==> src/rtl/pricing_ctrl.sv <==
// Job sequencer for the backward-induction pricing datapath.
// Latches job parameters, sequences table build, time steps and readout, with watchdog and abort.

module pricing_ctrl #(
    parameter int N_STEPS     = 4000,
    parameter int READ_LAT    = 3,
    parameter int TIMEOUT_CYC = 65535
) (
    input  logic        clk,
    input  logic        rst,
    input  logic        job_valid,
    output logic        job_ready,
    input  logic [63:0] job_p_up,
    input  logic [63:0] job_p_down,
    input  logic [63:0] job_llu,
    input  logic [63:0] job_lld,
    input  logic [63:0] job_kos,
    output logic [63:0] p_up,
    output logic [63:0] p_down,
    output logic [63:0] log_lambda_up,
    output logic [63:0] log_lambda_down,
    output logic [63:0] K_over_S,
    output logic        start_s1,
    input  logic        done_s1,
    input  logic        step_done,
    output logic        start_s2,
    input  logic [63:0] result_in,
    output logic        res_valid,
    input  logic        res_ready,
    output logic [63:0] res_data,
    input  logic        abort,
    output logic        busy,
    output logic        timeout_err,
    output logic [15:0] step_cnt
);

    typedef enum logic [2:0] {
        IDLE, INIT, WAIT_S1, INDUCT, READOUT, CAPTURE, DONE, ERR
    } state_e;

    localparam int WD_W  = $clog2(TIMEOUT_CYC + 1);
    localparam int LAT_W = $clog2(READ_LAT + 1);
    localparam logic [WD_W-1:0]  WD_LAST  = WD_W'(TIMEOUT_CYC - 1);
    localparam logic [LAT_W-1:0] LAT_LAST = LAT_W'(READ_LAT);

    state_e            state_q, state_d;
    logic [15:0]       step_cnt_q, step_cnt_d;
    logic [WD_W-1:0]   wd_q, wd_d;
    logic [LAT_W-1:0]  lat_q, lat_d;
    logic [63:0]       p_up_q, p_up_d, p_down_q, p_down_d;
    logic [63:0]       llu_q, llu_d, lld_q, lld_d, kos_q, kos_d;
    logic [63:0]       res_data_q, res_data_d;
    logic              job_ready_q, job_ready_d;
    logic              start_s1_q, start_s1_d;
    logic              start_s2_q, start_s2_d;
    logic              res_valid_q, res_valid_d;
    logic              busy_q, busy_d;
    logic              timeout_err_q, timeout_err_d;

    always_ff @(posedge clk) begin
        if (rst) begin
            state_q       <= IDLE;
            step_cnt_q    <= '0;
            wd_q          <= '0;
            lat_q         <= '0;
            p_up_q        <= '0;
            p_down_q      <= '0;
            llu_q         <= '0;
            lld_q         <= '0;
            kos_q         <= '0;
            res_data_q    <= '0;
            job_ready_q   <= 1'b0;
            start_s1_q    <= 1'b0;
            start_s2_q    <= 1'b0;
            res_valid_q   <= 1'b0;
            busy_q        <= 1'b0;
            timeout_err_q <= 1'b0;
        end else begin
            state_q       <= state_d;
            step_cnt_q    <= step_cnt_d;
            wd_q          <= wd_d;
            lat_q         <= lat_d;
            p_up_q        <= p_up_d;
            p_down_q      <= p_down_d;
            llu_q         <= llu_d;
            lld_q         <= lld_d;
            kos_q         <= kos_d;
            res_data_q    <= res_data_d;
            job_ready_q   <= job_ready_d;
            start_s1_q    <= start_s1_d;
            start_s2_q    <= start_s2_d;
            res_valid_q   <= res_valid_d;
            busy_q        <= busy_d;
            timeout_err_q <= timeout_err_d;
        end
    end

    // Abort overrides everything; the watchdog only advances while waiting on the datapath.
    always_comb begin
        state_d       = state_q;
        step_cnt_d    = step_cnt_q;
        wd_d          = wd_q;
        lat_d         = lat_q;
        p_up_d        = p_up_q;
        p_down_d      = p_down_q;
        llu_d         = llu_q;
        lld_d         = lld_q;
        kos_d         = kos_q;
        res_data_d    = res_data_q;
        timeout_err_d = timeout_err_q;
        if (abort) begin
            state_d       = IDLE;
            timeout_err_d = 1'b0;
        end else begin
            case (state_q)
                IDLE: begin
                    if (job_valid && job_ready_q) begin
                        state_d    = INIT;
                        step_cnt_d = '0;
                        p_up_d     = job_p_up;
                        p_down_d   = job_p_down;
                        llu_d      = job_llu;
                        lld_d      = job_lld;
                        kos_d      = job_kos;
                    end
                end
                INIT: begin
                    state_d = WAIT_S1;
                    wd_d    = '0;
                end
                WAIT_S1: begin
                    if (done_s1) begin
                        state_d = INDUCT;
                        wd_d    = '0;
                    end else if (wd_q == WD_LAST) begin
                        state_d       = ERR;
                        timeout_err_d = 1'b1;
                    end else begin
                        wd_d = wd_q + WD_W'(1);
                    end
                end
                INDUCT: begin
                    if (step_done) begin
                        wd_d = '0;
                        if (step_cnt_q != 16'hFFFF) begin
                            step_cnt_d = step_cnt_q + 16'd1;
                        end
                        if (step_cnt_d == 16'(N_STEPS)) begin
                            state_d = READOUT;
                        end
                    end else if (wd_q == WD_LAST) begin
                        state_d       = ERR;
                        timeout_err_d = 1'b1;
                    end else begin
                        wd_d = wd_q + WD_W'(1);
                    end
                end
                READOUT: begin
                    state_d = CAPTURE;
                    lat_d   = LAT_W'(1);
                end
                CAPTURE: begin
                    if (lat_q == LAT_LAST) begin
                        res_data_d = result_in;
                        state_d    = DONE;
                    end else begin
                        lat_d = lat_q + LAT_W'(1);
                    end
                end
                DONE: begin
                    if (res_ready) begin
                        state_d = IDLE;
                    end
                end
                ERR: begin
                    state_d = ERR;
                end
                default: begin
                    state_d = IDLE;
                end
            endcase
        end
    end

    // Outputs are decoded from the next state so they line up with the registered state.
    always_comb begin
        job_ready_d = (state_d == IDLE);
        start_s1_d  = (state_d == INIT);
        start_s2_d  = (state_d == READOUT);
        res_valid_d = (state_d == DONE);
        busy_d      = (state_d != IDLE);
    end

    assign job_ready       = job_ready_q;
    assign start_s1        = start_s1_q;
    assign start_s2        = start_s2_q;
    assign res_valid       = res_valid_q;
    assign busy            = busy_q;
    assign timeout_err     = timeout_err_q;
    assign step_cnt        = step_cnt_q;
    assign res_data        = res_data_q;
    assign p_up            = p_up_q;
    assign p_down          = p_down_q;
    assign log_lambda_up   = llu_q;
    assign log_lambda_down = lld_q;
    assign K_over_S        = kos_q;

endmodule

==> config.mk <==
export PLATFORM = sky130hd
export DESIGN_NAME = pricing_ctrl
export DESIGN_NICKNAME = d
export VERILOG_FILES = /design/src/rtl/pricing_ctrl.sv
export SDC_FILE = /design/constraint.sdc
export NUM_CORES = 1
export LEC_CHECK = 0
export ABC_AREA = 1
export ABC_CLOCK_PERIOD_IN_PS = 1900
export CORE_AREA = 2 2 310 312
export CTS_BUF_LIST = sky130_fd_sc_hd__clkbuf_16
export DETAILED_ROUTE_END_ITERATION = 8
export DIE_AREA = 0 0 312 314
export SYNTH_ARGS = -nofsm -noshare
export SYNTH_HDL_FRONTEND = slang
export SYNTH_SLANG_ARGS = --single-unit
==> constraint.sdc <==
create_clock -name clk -period 1.9 [get_ports clk]
set_input_delay 0.285 -clock clk [delete_from_list [all_inputs] [get_ports clk]]
set_output_delay 0.285 -clock clk [all_outputs]
set_load 0.005 [all_outputs]
* Word level (Yosys, flattened, before mapping) *
Cells that the tools add are included.

cells by class
  reduce and logical (&&, ||, !) cells = 15
  muxes and demuxes = 26
  bitwise operators = 1
  add/subtract/negate cells = 3
  equal/unequal tests = 19

operators by type and width
  kind                                                                      number
  16-bit 2-to-1 mux                                                         9
  16-bit one-hot mux with 3 select lines                                    1
  16-bit by 1-bit adder with 16-bit output (second input constant)          2
  16-bit one-hot mux with 2 select lines                                    1
  3-bit 2-to-1 mux                                                          8
  3-bit one-hot mux with 8 select lines                                     1
  3-bit equality test (second input constant)                               6
  16-bit by 12-bit equality test with 1-bit output (second input constant)  1
  16-bit equality test (second input constant)                              1
  16-bit inequality test (second input constant)                            1
  3-bit AND reduction                                                       4
  2-bit inequality test (second input constant)                             5
  3-bit by 1-bit equality test with 1-bit output (second input constant)    2
  3-bit by 2-bit equality test with 1-bit output (second input constant)    2
  3-bit zero test                                                           2
  2-bit nonzero test                                                        3
  3-bit nonzero test                                                        2
  2-bit one-hot mux with 2 select lines                                     1
  4-bit AND reduction                                                       1
  1-bit 2-to-1 mux                                                          3
  2-bit by 1-bit adder with 2-bit output (second input constant)            1
  2-bit equality test (second input constant)                               1
  2-bit 2-to-1 mux                                                          1
  1-bit one-hot mux with 2 select lines                                     1
  4 further kinds                                                           4

storage, ports and cells
  output and inout bits = 406
  bits of input ports = 391
  register bits = 427
  word-level logic and storage cells = 80

* Logic depth before layout (Yosys ltp) *
  word-level depth = 11
  mapped depth = 18
  mapped depth without buffers = 18

* Worst setup path before layout *
No wires, ideal clock.

  kind = flip-flop to flip-flop
  start point = register step_cnt_q[0], in the netlist step_cnt[0]
  end point = register busy_q, in the netlist busy
  setup time = 0.109 ns
  cell stages (with the launch flop) = 19
  data arrival time = 1.908 ns
  clock period less this slack = 2.017 ns
  required time = 1.791 ns
  path slack = -0.117 ns
  buffers on the path = 0
  cell sequence = dfxtp_1 -> ha_1 -> nand3_2 -> inv_2 -> nand2_4 -> nor2_4 -> nand2_1 -> nand2_1 -> nand2_1 -> nor2_2 -> nand3_1 -> nor2_2 -> nand2_1 -> nand2_1 -> nand2_1 -> nand2_2 -> nand3_1 -> nand2_1 -> inv_1

between the ends
  longest elaborated chain between the ends = 11
  elaborated cells on any way between the ends = 12
  classes of those cells = 1 x add/sub; 2 x eq/ne; 8 x mux; 1 x reduce/logical

RTL lines
  what                                                                                line      RTL
  start, declared                                                                     47        logic [15:0] step_cnt_q, step_cnt_d;
  start signal, assigned                                                              80        step_cnt_q <= step_cnt_d;
  16-bit by 1-bit adder with 16-bit output or 16-bit inequality test (tied branches)  146, 145
  16-bit 2-to-1 mux *                                                                 145       if (step_cnt_q != 16'hFFFF) begin
  16-bit 2-to-1 mux *                                                                 143       if (step_done) begin
  16-bit 2-to-1 mux *                                                                 115       case (state_q)
  16-bit 2-to-1 mux *                                                                 111       if (abort) begin
  16-bit by 12-bit equality test with 1-bit output *                                  148       if (step_cnt_d == 16'(N_STEPS)) begin
  3-bit 2-to-1 mux *                                                                  148
  3-bit 2-to-1 mux *                                                                  143
  3-bit one-hot mux with 8 select lines *                                             115
  3-bit 2-to-1 mux *                                                                  111
  3-bit nonzero test *                                                                191       busy_d = (state_d != IDLE);
  end signal, assigned                                                                93        busy_q <= busy_d;
  end, declared                                                                       57        logic busy_q, busy_d;

Mark *: on every way between the ends. The rest lies on a longest branch, timed or not. The select of a mux whose other input is x is not followed.
A chain may end at the register's enable or synchronous reset.

* Final worst setup path *
  start point = register step_cnt_q[1], in the netlist step_cnt[1]
  end point = register start_s2_q, in the netlist start_s2

between the ends
  longest elaborated chain between the ends = 11
  elaborated cells on any way between the ends = 12
  classes of those cells = 1 x add/sub; 3 x eq/ne; 8 x mux

RTL lines
  what                                                                                line      RTL
  16-bit by 1-bit adder with 16-bit output or 16-bit inequality test (tied branches)  146, 145
  16-bit 2-to-1 mux *                                                                 145
  16-bit 2-to-1 mux *                                                                 143
  16-bit 2-to-1 mux *                                                                 115
  16-bit 2-to-1 mux *                                                                 111
  16-bit by 12-bit equality test with 1-bit output *                                  148
  3-bit 2-to-1 mux *                                                                  148
  3-bit 2-to-1 mux *                                                                  143
  3-bit one-hot mux with 8 select lines *                                             115
  3-bit 2-to-1 mux *                                                                  111
  3-bit equality test *                                                               189       start_s2_d = (state_d == READOUT);
  end signal, assigned                                                                91        start_s2_q <= start_s2_d;
  end, declared                                                                       55        logic start_s2_q, start_s2_d;

Marks and branches as above.

==> results.md <==
* Status: complete, but fails checks
* Violated checks: negative setup slack
* Synthesized flop and latch total at 427
* Worst hold path startpoint: job_kos[17]
* First-pass detailed-route iteration total at 5
* Layout Skew at 0.0173 ns
* F_max at 481 MHz
* CP dominant cell by count: nor2_4
* Fillers at 10.2k
* Synth Area in Compound Gates at 14.7%
* Worst Hold Slack at 0.242 ns
* CP arrival at 2.63 ns
* R2R Path End: start_s2
* Vias per cell at 3.95
* Die width at 312 µm
* Max_cap viols at 0
* CP Capture Type: register
* Crit path max fanout at 5
* Hold bufs inserted after CTS at 0
* CP Launch Type: register
* Yosys cell types at 39
* CP required at 2.45 ns
* Routed WL at 68.5 mm
* Number of buffers created by CTS at 52
* Seq/Total Area, Yosys at 54.6%
* Adder-Cell Fraction of Synth Area at 0.320%
* First-pass GRT wire length at 100 mm
* I/O pin count at 797
* CTS Root Cell: clkbuf_16
* Flop-to-flop setup slack at -0.18 ns
* ANT nets after route at 0
* Area Overhead vs Synth at 82.7%
* Slew Limit Fails at 0
* Hold WC Path Type: in2reg
* Pwr per Cell Area at 768 mW/mm²
* Port-buffer cells at 796
* Top cell family by delay on the critical path: simple AND/OR/NAND/NOR gates
* Number of cells on the worst hold path at 3
* Clk slew on worst S/H paths at 0.06 ns
* Post-route setup slack at -0.177 ns
* Fin crit share at 109%
* Xor/xnor share of the synthesized area at 0.336%
* RSZ-0062 raised after global routing: yes
* Warnings from Yosys at 0
* Fin. Hold Viols at 0
* DIE HEIGHT at 314 µm
* Initial antenna violation count at 4
* Reg2Reg Depth at 16
* Setup TNS at -0.626 ns
* DR WL/cell at 15.9 µm
* Via count at 17.1k
* Starting Density at 16.6%
* Mean post-synth cell area at 7.51 µm²
* Pin count of the biggest net entering global routing at 53
* Row cnt at 113
* CTS tree: built
* DR iter-0 viols at 939
* Slew @ Worst Pin at 0.423 ns
* Vias in the first global route at 16.8k
* GP Congestion at 0.846
* Clk_lat worst skew at 0.62 ns
* CTS H-tree depth at 2
* CORE AREA at 0.0944 mm²
* Crit-path cells: buf_4, nand3_4, nor2_4, nand3_1, nand2_1, nand3_2, nor2_4, nand3_2, nor2_2, nand3_1, nand2_1, nand2_2, nor2_4, nand2_2, buf_6, nor2_1
* Die area at 0.0980 mm²
* Fin crit period at 2.08 ns
* Peak supply drop at 0.560 mV
* Post-synthesis mux area share at 0%
* Final setup viols at 6
* Max_slew headroom at 71.8%
* Fraction of layout cells with a size suffix above 1 at 12.6%
* Critical path class: reg2reg
* Post-layout util at 30.3%
* Reg2reg start: step_cnt[1]
* Post-Synth Simple-Gate Area at 25.1%
* Post-Syn Area at 0.0156 mm²
* Largest family of logic cells by synthesized area: simple AND/OR/NAND/NOR gates
* # DRC at 0
* Total gr overflow at 0
* Syn_nets at 2478
* Pleak at 11.7 nW
* Post-DP HPWL at 51.2 mm
* Gr usage total at 13.0%
* CTS sink cnt at 427
* Crit-path slowest cell: dfxtp_2
* Clock Path Buffers at 3
* Final #Nets at 3404
* Cells after Synth at 2083
* Crit-path max cell delay at 0.35 ns
* CP bufs+invs at 2
* WHS Endpoint: K_over_S[17]
==> sequential cells by signal, summed over array words and instances, names as in the netlist, 2 cells and up <==
name / cells
state_q: 3
wd_q: 16
p_up: 64
res_data: 64
log_lambda_down: 64
step_cnt: 16
K_over_S: 64
log_lambda_up: 64
p_down: 64
lat_q: 2
==> Yosys cell counts <==
library cell  number  share of area, %
nor2_1           811                19
dfxtp_1          427                55
o21ai_0          395                13
clkbuf_1         130               3.1
nand2_1          116               2.8
inv_1             62               1.5
a21oi_1           32               1.0
nand3_1           27              0.86
nor3_1             8              0.26
nand2_2            7              0.28
nand4_1            7              0.28
nor2_2             7              0.28
a221oi_1           4              0.22
ha_1               4              0.32
inv_2              4             0.096
nor2_4             4              0.29
xor2_1             4              0.22
nand3_2            3              0.19
nor3_2             3              0.19
o31ai_1            3              0.14
a31oi_1            2             0.080
buf_2              2             0.064
nand3b_1           2             0.096
o21ai_1            2             0.064
o21ai_2            2              0.11
xnor2_1            2              0.11
a211oi_1           1             0.048
a22oi_1            1             0.048
a32oi_1            1             0.056
and2_1             1             0.040
buf_1              1             0.024
buf_4              1             0.048
buf_6              1             0.072
clkinv_1           1             0.024
nand2_4            1             0.072
o2111ai_2          1             0.096
o211ai_1           1             0.048
o21a_1             1             0.048
o21bai_1           1             0.048
==> placed cells by master, fill, tap and decap left out, types with 4 or more instances in the layout <==
| cell | netlist | final |
|---|---|---|
| nor2_2 | 7 | 10 |
| clkinv_1 | 1 | 10 |
| nand2_1 | 116 | 97 |
| buf_12 | 0 | 29 |
| buf_4 | 1 | 168 |
| o21ai_0 | 395 | 394 |
| nor2_1 | 811 | 800 |
| inv_2 | 4 | 9 |
| nand3_1 | 27 | 19 |
| dlygate4sd2_1 | 0 | 27 |
| buf_6 | 1 | 12 |
| a221oi_1 | 4 | 4 |
| clkdlybuf4s50_1 | 0 | 767 |
| dfxtp_2 | 0 | 15 |
| clkinvlp_4 | 0 | 4 |
| nor2_4 | 4 | 12 |
| nor3_1 | 8 | 6 |
| nand3_2 | 3 | 7 |
| clkbuf_16 | 0 | 53 |
| a21oi_1 | 32 | 31 |
| dfxtp_1 | 427 | 410 |
| inv_1 | 62 | 68 |
| nand3_4 | 0 | 4 |
| nand2_2 | 7 | 24 |
| nand4_1 | 7 | 7 |
| clkinv_2 | 0 | 9 |
==> through the flow <==
step,cells,worst slack (ns),area [µm²],total power [mW]
2_1_floorplan,2083,0.0381,15700,10.4
3_3_place_gp,4209,-0.245,26600,12.6
3_5_place_dp,4209,-0.244,26600,12.6
4_1_cts,4305,-0.173,28300,22.3
5_1_grt,4315,-0.356,28600,22.9
6_report,4315,-0.177,28600,21.9
==> cells by family after synthesis <==
kind of cell,after synthesis
buffers and inverters,202
adder cells (fa/ha/maj),4
XOR/XNOR,6
AND/OR/NAND/NOR,997
AO/OA/AOI/OAI,447
flip-flops,427
==> worst max-delay path by stage <==
stage	from	endpoint	cells after the start	slack [ns]
floorplan	step_cnt[0]	busy	18	0.04
global placement	abort	log_lambda_down[50]	9	-0.24
detailed placement	abort	log_lambda_down[50]	9	-0.24
CTS	step_cnt[0]	job_ready	18	-0.17
global route	step_cnt[1]	start_s2	16	-0.36
finish	step_cnt[1]	start_s2	16	-0.18
==> layout make-up <==
cell class	instances	area (µm²)	share of cell area, %
timing repair buffer	1007	9970	34.9
multi-input combinational	1454	6590	23.1
antenna	1	2.50	0.00875
clock buffer	52	1300	4.55
sequential	427	8570	30.0
tap	1265	1580	5.54
clock inverter	42	297	1.04
inverter	67	269	0.941
==> timing repair <==
action,CTS,global route
pin swaps,14,42
endpoints found under the setup margin,37,134
cloned,0,2
buffers inserted,2,7
gates resized for setup,57,72
==> metal layers <==
metal  track usage, %  vias up  wire (µm)
met5                0        -         26
met4             4.61        4       2100
met3             4.19      111       5400
met2             22.0      603      32600
met1             15.5     7798      28400
li1                 -     8540          -
==> where the power goes <==
part | switching, mW | internal [mW]
Sequential | 0.211 | 9.36
Combinational | 1.13 | 1.75
Clock | 4.12 | 5.37
Total | 5.46 | 16.5
==> worst reg2reg max path, cell delays in order (launching register included) <==
cell and delay [ns]:
dfxtp_2 0.35, buf_4 0.16, nand3_4 0.13, nor2_4 0.16, nand3_1 0.09, nand2_1 0.10, nand3_2 0.12, nor2_4 0.13
nand3_2 0.08, nor2_2 0.10, nand3_1 0.09, nand2_1 0.07, nand2_2 0.09, nor2_4 0.12, nand2_2 0.06, buf_6 0.11
nor2_1 0.07
Note: power is estimated with default switching activity, not from simulation.
